File: config.mk
export PLATFORM = sky130hd
export DESIGN_NAME = gclk_scan_ctrl
export DESIGN_NICKNAME = d
export VERILOG_FILES = /design/src/rtl/gclk_scan_ctrl.sv
export SDC_FILE = /design/constraint.sdc
export NUM_CORES = 1
export LEC_CHECK = 0
export ABC_AREA = 1
export CORE_MARGIN = 2
export CORE_UTILIZATION = 44
export DETAILED_ROUTE_END_ITERATION = 8
export HOLD_SLACK_MARGIN = 0.15
export PLACE_DENSITY = 0.78
export SLEW_MARGIN = 20
export SYNTH_ARGS = -nofsm -noshare
export SYNTH_HDL_FRONTEND = slang
export SYNTH_SLANG_ARGS = --single-unit
File: constraint.sdc
create_clock -name clk -period 1.7 [get_ports clk]
set_input_delay 0.34 -clock clk [delete_from_list [all_inputs] [get_ports clk]]
set_output_delay 0.34 -clock clk [all_outputs]
set_load 0.05 [all_outputs]
File: src/rtl/gclk_scan_ctrl.sv
// Scan-line sequencer on the grayscale clock: gates a GCLK burst per row, inserts
// blanked dead time between rows, frames with vsync and drops to IDLE on abort.
module gclk_scan_ctrl #(
  parameter int unsigned GCLK_PER_LINE = 513,
  parameter int unsigned DEAD_CYC      = 8,
  parameter int unsigned SCAN_N        = 16,
  parameter int unsigned ROW_W         = 4
) (
  input  logic             clk,
  input  logic             rst,
  input  logic             gclkout_start,
  input  logic             blank,
  input  logic             ovp,
  input  logic             vsync,
  output logic             gclk_en,
  output logic [ROW_W-1:0] row_addr,
  output logic             row_oe_n,
  output logic             line_sw,
  output logic             frame_start,
  output logic             busy
);

  localparam int unsigned CNT_MAX = (GCLK_PER_LINE > DEAD_CYC) ? GCLK_PER_LINE : DEAD_CYC;
  localparam int unsigned CNT_W   = $clog2(CNT_MAX);

  localparam logic [CNT_W-1:0] GCLK_LAST = CNT_W'(GCLK_PER_LINE - 1);
  localparam logic [CNT_W-1:0] DEAD_LAST = CNT_W'(DEAD_CYC - 1);
  localparam logic [ROW_W-1:0] ROW_LAST  = ROW_W'(SCAN_N - 1);

  typedef enum logic [1:0] {IDLE, GCLK, DEAD, WAIT_VS} state_t;

  state_t           state, state_nxt;
  logic [CNT_W-1:0] cnt, cnt_nxt;
  logic [ROW_W-1:0] row_nxt;
  logic             vs_pend, vs_pend_nxt;
  logic             abort;
  logic             gclk_en_nxt, row_oe_n_nxt, line_sw_nxt, frame_start_nxt, busy_nxt;

  assign abort = ovp | blank | ~gclkout_start;

  // State, counters and registered outputs
  always_ff @(posedge clk) begin
    if (rst) begin
      state       <= IDLE;
      cnt         <= '0;
      row_addr    <= '0;
      vs_pend     <= 1'b0;
      gclk_en     <= 1'b0;
      row_oe_n    <= 1'b1;
      line_sw     <= 1'b0;
      frame_start <= 1'b0;
      busy        <= 1'b0;
    end else begin
      state       <= state_nxt;
      cnt         <= cnt_nxt;
      row_addr    <= row_nxt;
      vs_pend     <= vs_pend_nxt;
      gclk_en     <= gclk_en_nxt;
      row_oe_n    <= row_oe_n_nxt;
      line_sw     <= line_sw_nxt;
      frame_start <= frame_start_nxt;
      busy        <= busy_nxt;
    end
  end

  // Next state; abort dominates every transition
  always_comb begin
    state_nxt   = state;
    cnt_nxt     = cnt;
    row_nxt     = row_addr;
    vs_pend_nxt = vs_pend;
    if (abort) begin
      state_nxt   = IDLE;
      cnt_nxt     = '0;
      row_nxt     = '0;
      vs_pend_nxt = 1'b0;
    end else begin
      case (state)
        IDLE: begin
          cnt_nxt     = '0;
          row_nxt     = '0;
          vs_pend_nxt = 1'b0;
          if (vsync) state_nxt = GCLK;
        end
        GCLK: begin
          vs_pend_nxt = vs_pend | vsync;
          if (cnt == GCLK_LAST) begin
            cnt_nxt   = '0;
            state_nxt = DEAD;
          end else begin
            cnt_nxt = cnt + CNT_W'(1);
          end
        end
        DEAD: begin
          if (cnt != DEAD_LAST) begin
            cnt_nxt     = cnt + CNT_W'(1);
            vs_pend_nxt = vs_pend | vsync;
          end else if (row_addr != ROW_LAST) begin
            cnt_nxt     = '0;
            row_nxt     = row_addr + ROW_W'(1);
            vs_pend_nxt = vs_pend | vsync;
            state_nxt   = GCLK;
          end else begin
            // A vsync landing on this very cycle is deliberately not captured
            cnt_nxt     = '0;
            row_nxt     = '0;
            vs_pend_nxt = 1'b0;
            state_nxt   = vs_pend ? GCLK : WAIT_VS;
          end
        end
        WAIT_VS: begin
          cnt_nxt     = '0;
          row_nxt     = '0;
          vs_pend_nxt = 1'b0;
          if (vsync) state_nxt = GCLK;
        end
        default: begin
          state_nxt   = IDLE;
          cnt_nxt     = '0;
          row_nxt     = '0;
          vs_pend_nxt = 1'b0;
        end
      endcase
    end
  end

  // Output values for the next cycle, derived from the upcoming state
  always_comb begin
    gclk_en_nxt     = 1'b0;
    row_oe_n_nxt    = 1'b1;
    line_sw_nxt     = 1'b0;
    frame_start_nxt = 1'b0;
    busy_nxt        = 1'b0;
    if (state_nxt != IDLE) busy_nxt = 1'b1;
    if (state_nxt == GCLK) begin
      gclk_en_nxt  = 1'b1;
      row_oe_n_nxt = 1'b0;
      // Entering GCLK at row 0 from anywhere else is always a frame start
      frame_start_nxt = (state != GCLK) && (row_nxt == '0);
    end
    if (state_nxt == DEAD && state == GCLK) line_sw_nxt = 1'b1;
  end

endmodule
==> results.md, run 1 <==
Worst setup path:
- STA puts the critical path data arrival time at 1780 ps.
- The kind of end point of the critical path is a flip-flop.
- The peak fanout along the critical path is 4.
- STA classifies the critical path startpoint as a flip-flop.
- The worst register-to-register path has a setup slack of 130 ps.
- In this run the worst setup path terminates at busy$_SDFF_PP0_.
- The setup path with the least slack is of type flip-flop to flip-flop.
- At the worst endpoint, the required time is 1910 ps.
- The worst register-to-register path has a depth of 11.
- The critical path starts at cnt[0]$_SDFF_PP0_.
- The reg-to-reg critical path endpoint is busy$_SDFF_PP0_.
- The worst register-to-register path begins at cnt[0]$_SDFF_PP0_.

Yosys:
- The total number of yosys warnings is 0.
- For this run, the register share of the synthesized area comes to 0.391.
- The area of the mapped netlist is 1130 sq um.
- The most common cell in the netlist is sky130_fd_sc_hd__nand2_1.
- Yosys mapped a number of flops with a built-in enable equal to 0.
- The compound-cell area share of the yosys netlist is 0.0511.
- In the synthesized netlist the dominant register cell turns out to be sky130_fd_sc_hd__dfxtp_1.
- The proportion of register bits with asynchronous set or reset after synthesis is 0.
- The share of synthesized cell area in and, or, nand and nor gates is 0.364.
- After synthesis, the largest family of logic cells by area is simple AND/OR/NAND/NOR gates.
- Measured against the total synthesized area, the mux share comes to 0.
- In this run, synthesis produced a sequential element count of 22.
- The cell count after synthesis came out at 159.
- Of the total synthesized cell area, the portion taken by XOR and XNOR cells is 0.0544.
- Counting instances in the post-synthesis netlist gives the leading cell types as sky130_fd_sc_hd__nand2_1, sky130_fd_sc_hd__dfxtp_1, sky130_fd_sc_hd__inv_1, sky130_fd_sc_hd__nor2_1, sky130_fd_sc_hd__nor3_1.
- sky130_fd_sc_hd__dfxtp_1 takes more of the synthesized area than any other cell.
- The post-synthesis net count is 170.
- The per-instance average area after synthesis is 7.08 sq um.
- Of the total synthesized cell area, the portion taken by full adders, half adders and majority gates is 0.0556.
- By area the synthesized netlist is led by sky130_fd_sc_hd__dfxtp_1, sky130_fd_sc_hd__nand2_1, sky130_fd_sc_hd__inv_1, sky130_fd_sc_hd__nor2_1, sky130_fd_sc_hd__ha_1.
- Counting distinct cell types in the post-synthesis netlist gives 24.
- The area fraction of the dominant cell type after synthesis is 0.391.

Clock network:
- CTS placed an instance of sky130_fd_sc_hd__clkbuf_4 at the clock tree root.
- Clock-pin slew was measured on the worst setup and hold paths at 120 ps.
- The clock insertion delay at the later pin of the skew report is 300 ps.
- Once the clock tree was built, the setup fixing pass inserted 0 buffers.
- Counting along the longest clock path gives a buffer depth of 2.
- TritonCTS created 3 clock buffers.
- The clock tree from TritonCTS is built.
- The clock net in this run drives a total of 22 sinks.
- CTS built an H-tree with a depth of 1.

Timing:
- Summed over all failing endpoints, the final setup total negative slack is 0 ps.
- The final number of hold-violating endpoints was 0.
- After layout, the minimum clock period comes to 1570 ps.
- Timing would allow up to 637 MHz.
- The worst hold-check slack is 519 ps.
- The headroom to the max-slew limit is 0.786.
- Across the routed clock network, the largest skew measured is 1.97 ps.
- The slew at the pin closest to its max-slew limit is 319 ps.
- Setup repair after global routing left no endpoint under its margin.
- The count of pins over their slew limit is 0.
- In the finished design, the share of the clock period the worst path needs comes to 0.923.
- Setup violations remaining at the end of the flow were counted as 0.

Route:
- For this run, design rule violations remaining after detail routing come to 0.
- The starting DRC count in detailed routing is 13.
- The detailed-route wire length is 2.35 mm.
- Signal routing reaches up to met4.
- For this block, the via count after detailed routing is 1056.
- In this run the remaining antenna-violating nets after routing total 0.
- The sum of met3 wire segment lengths after detailed routing is 119 um.
- After detailed routing, the wire length on met1 is 1.07 mm.
- Before antenna repair, the detailed router went through 4 iterations.
- Summed over all nets, wire length on met2 after detailed routing comes to 1.14 mm.
- After detailed routing, the number of vias per cell comes to 4.98.
- The per-cell routed wire length is 11.1 um.

Placement:
- The number of buffer cells added on primary ports is 14.
- The HPWL after detailed placement is 1.84 mm.
- Routability-driven placement finished with a final weighted congestion of 0.895.
- The post-place instance area is 1320 sq um.

Min path:
- The worst hold path belongs to the class flip-flop to flip-flop.

Cells and area:
- For this run, the post-layout net count is 194.
- The antenna diode instance count is 0.
- The cell area after layout is 1390 sq um.
- Of the cells placed in the final design, the portion with a size suffix greater than 1 is 0.231.
- The area growth from synthesis to layout is 23.0%.

Die:
- The full die area is 2980 sq um.
- In this run the standard cell core region covers 2450 sq um.
- The die outline width is 54.6 um.
- The initialized floorplan defines 18 standard-cell rows.
- For this configuration, the core starts out at a cell density of 0.459.
- The count of pins on the block boundary is 15.
- The die is 54.6 um tall.

Power and ir drop:
- The analysis attributes to cell leakage a power of 0.000592 uW.
- The power density over cell area is 616 nW/um^2.
- The worst-case IR drop observed on VDD is 407 uV.

GRT:
- The largest net degree at the start of global routing is 13.
- The wire length of the first global-routing pass is 4.05 mm.
- The number of antenna violations at the first check in global routing is 0.
- The number of global-route vias before repair came to 986.
- Summed over all layers, the global routing overflow is 0.
- In the global route stage, overall resource usage came out at 0.189.

Run status:
- The flow ran to the end, and the final reports show no timing, DRC or antenna violations.

Run:
- Across the run, the number of max-cap violations was 0.
## repair_timing
item | CTS | global route
endpoints found under the hold margin | 0 | 0
setup endpoints to repair | 0 | 13
resized for setup | 0 | 13
hold buffers | 0 | 0
## cell type report
type	instances	area (sq um)
Multi-Input combinational cell	112	619
Inverter	25	93.8
Tap cell	30	37.5
Sequential cell	22	443
Clock buffer	4	36.3
Timing Repair Buffer	19	155
Fill cell	227	1070
## per-layer routing
metal | vias up | GRT usage
li1 | 548 | -
met1 | 482 | 0.233
met2 | 24 | 0.313
met3 | 2 | 0.0437
met4 | 0 | 0.0792
met5 | - | 0
## worst min path at each step
stage | from | to | slack, ps | cells after the start
after global placement | vs_pend$_SDFF_PP0_ | vs_pend$_SDFF_PP0_ | 480 | 2
after CTS | vs_pend$_SDFF_PP0_ | vs_pend$_SDFF_PP0_ | 530 | 2
after detailed placement | vs_pend$_SDFF_PP0_ | vs_pend$_SDFF_PP0_ | 490 | 2
after global routing | vs_pend$_SDFF_PP0_ | vs_pend$_SDFF_PP0_ | 590 | 2
after floorplan | rst | row_addr[1]$_SDFF_PP0_ | 410 | 1
final | vs_pend$_SDFF_PP0_ | vs_pend$_SDFF_PP0_ | 520 | 2
## cells in the final DEF, fill, tap and decap left out, drive strengths merged, types with 2 or more instances in the layout
cell	count
nor3	12
ha	5
nor3b	2
buf	14
nand2	34
o21ai	4
clkdlybuf4s50	5
xnor2	2
xor2	5
nor2	24
a21oi	4
clkbuf	4
dfxtp	22
nand3b	2
nand4	2
nand3	12
inv	25
## worst max-delay path, stage by stage (launching register included)
cell and delay [ps]:
sky130_fd_sc_hd__dfxtp_2 340, sky130_fd_sc_hd__buf_4 140, sky130_fd_sc_hd__inv_2 50, sky130_fd_sc_hd__ha_1 140
sky130_fd_sc_hd__nand3_1 90, sky130_fd_sc_hd__nor2_2 160, sky130_fd_sc_hd__nand2_2 100, sky130_fd_sc_hd__nand2_2 70
sky130_fd_sc_hd__inv_2 30, sky130_fd_sc_hd__nand2_1 60, sky130_fd_sc_hd__a21oi_2 50, sky130_fd_sc_hd__or2_1 230
## metrics by stage
stage	setup slack [ps]	total power, uW	std cells	utilization
floorplan	6.38	551	159	-
global placement	16.9	573	208	0.537
detailed placement	-78.4	574	208	0.537
CTS	63.2	861	212	0.552
global route	2.93	880	212	0.564
finish	131	854	212	0.564
## report_power, final
group	switching (uW)	total [uW]	internal (uW)
sequential	0.954	519	518
combinational	25.3	45.5	20.2
clock	159	290	131
total	185	854	668
## registers in the layout, summed over array words and instances (netlist names)
name / cells
cnt: 10
vs_pend: 1
row_oe_n: 1
row_addr: 4
gclk_en: 1
frame_start: 1
state: 2
line_sw: 1
busy: 1
## cells by family after synthesis
group                    after synthesis
AND/OR/NAND/NOR                       90
buffers and inverters                 25
flip-flops                            22
AO/OA/AOI/OAI                         10
XOR/XNOR                               7
adder cells (fa/ha/maj)                5
Note: power is estimated with default switching activity, not from simulation.
==> run 2, diff against run 1 <==
--- a/config.mk
+++ b/config.mk
@@ -8,9 +8,11 @@
 export ABC_AREA = 1
 export CORE_MARGIN = 2
 export CORE_UTILIZATION = 44
+export CTS_CLUSTER_SIZE = 24
 export DETAILED_ROUTE_END_ITERATION = 8
 export HOLD_SLACK_MARGIN = 0.15
 export PLACE_DENSITY = 0.78
+export SKIP_LAST_GASP = 1
 export SLEW_MARGIN = 20
 export SYNTH_ARGS = -nofsm -noshare
 export SYNTH_HDL_FRONTEND = slang
==> results of run 2 <==
The final DEF is identical to that of run 1; final timing and power are the same.
==> run 3, diff against run 2 <==
--- a/config.mk
+++ b/config.mk
@@ -8,6 +8,7 @@
 export ABC_AREA = 1
 export CORE_MARGIN = 2
 export CORE_UTILIZATION = 44
+export CTS_CLUSTER_DIAMETER = 40
 export CTS_CLUSTER_SIZE = 24
 export DETAILED_ROUTE_END_ITERATION = 8
 export HOLD_SLACK_MARGIN = 0.15
==> results of run 3 <==
The final DEF is identical to that of run 1; final timing and power are the same.
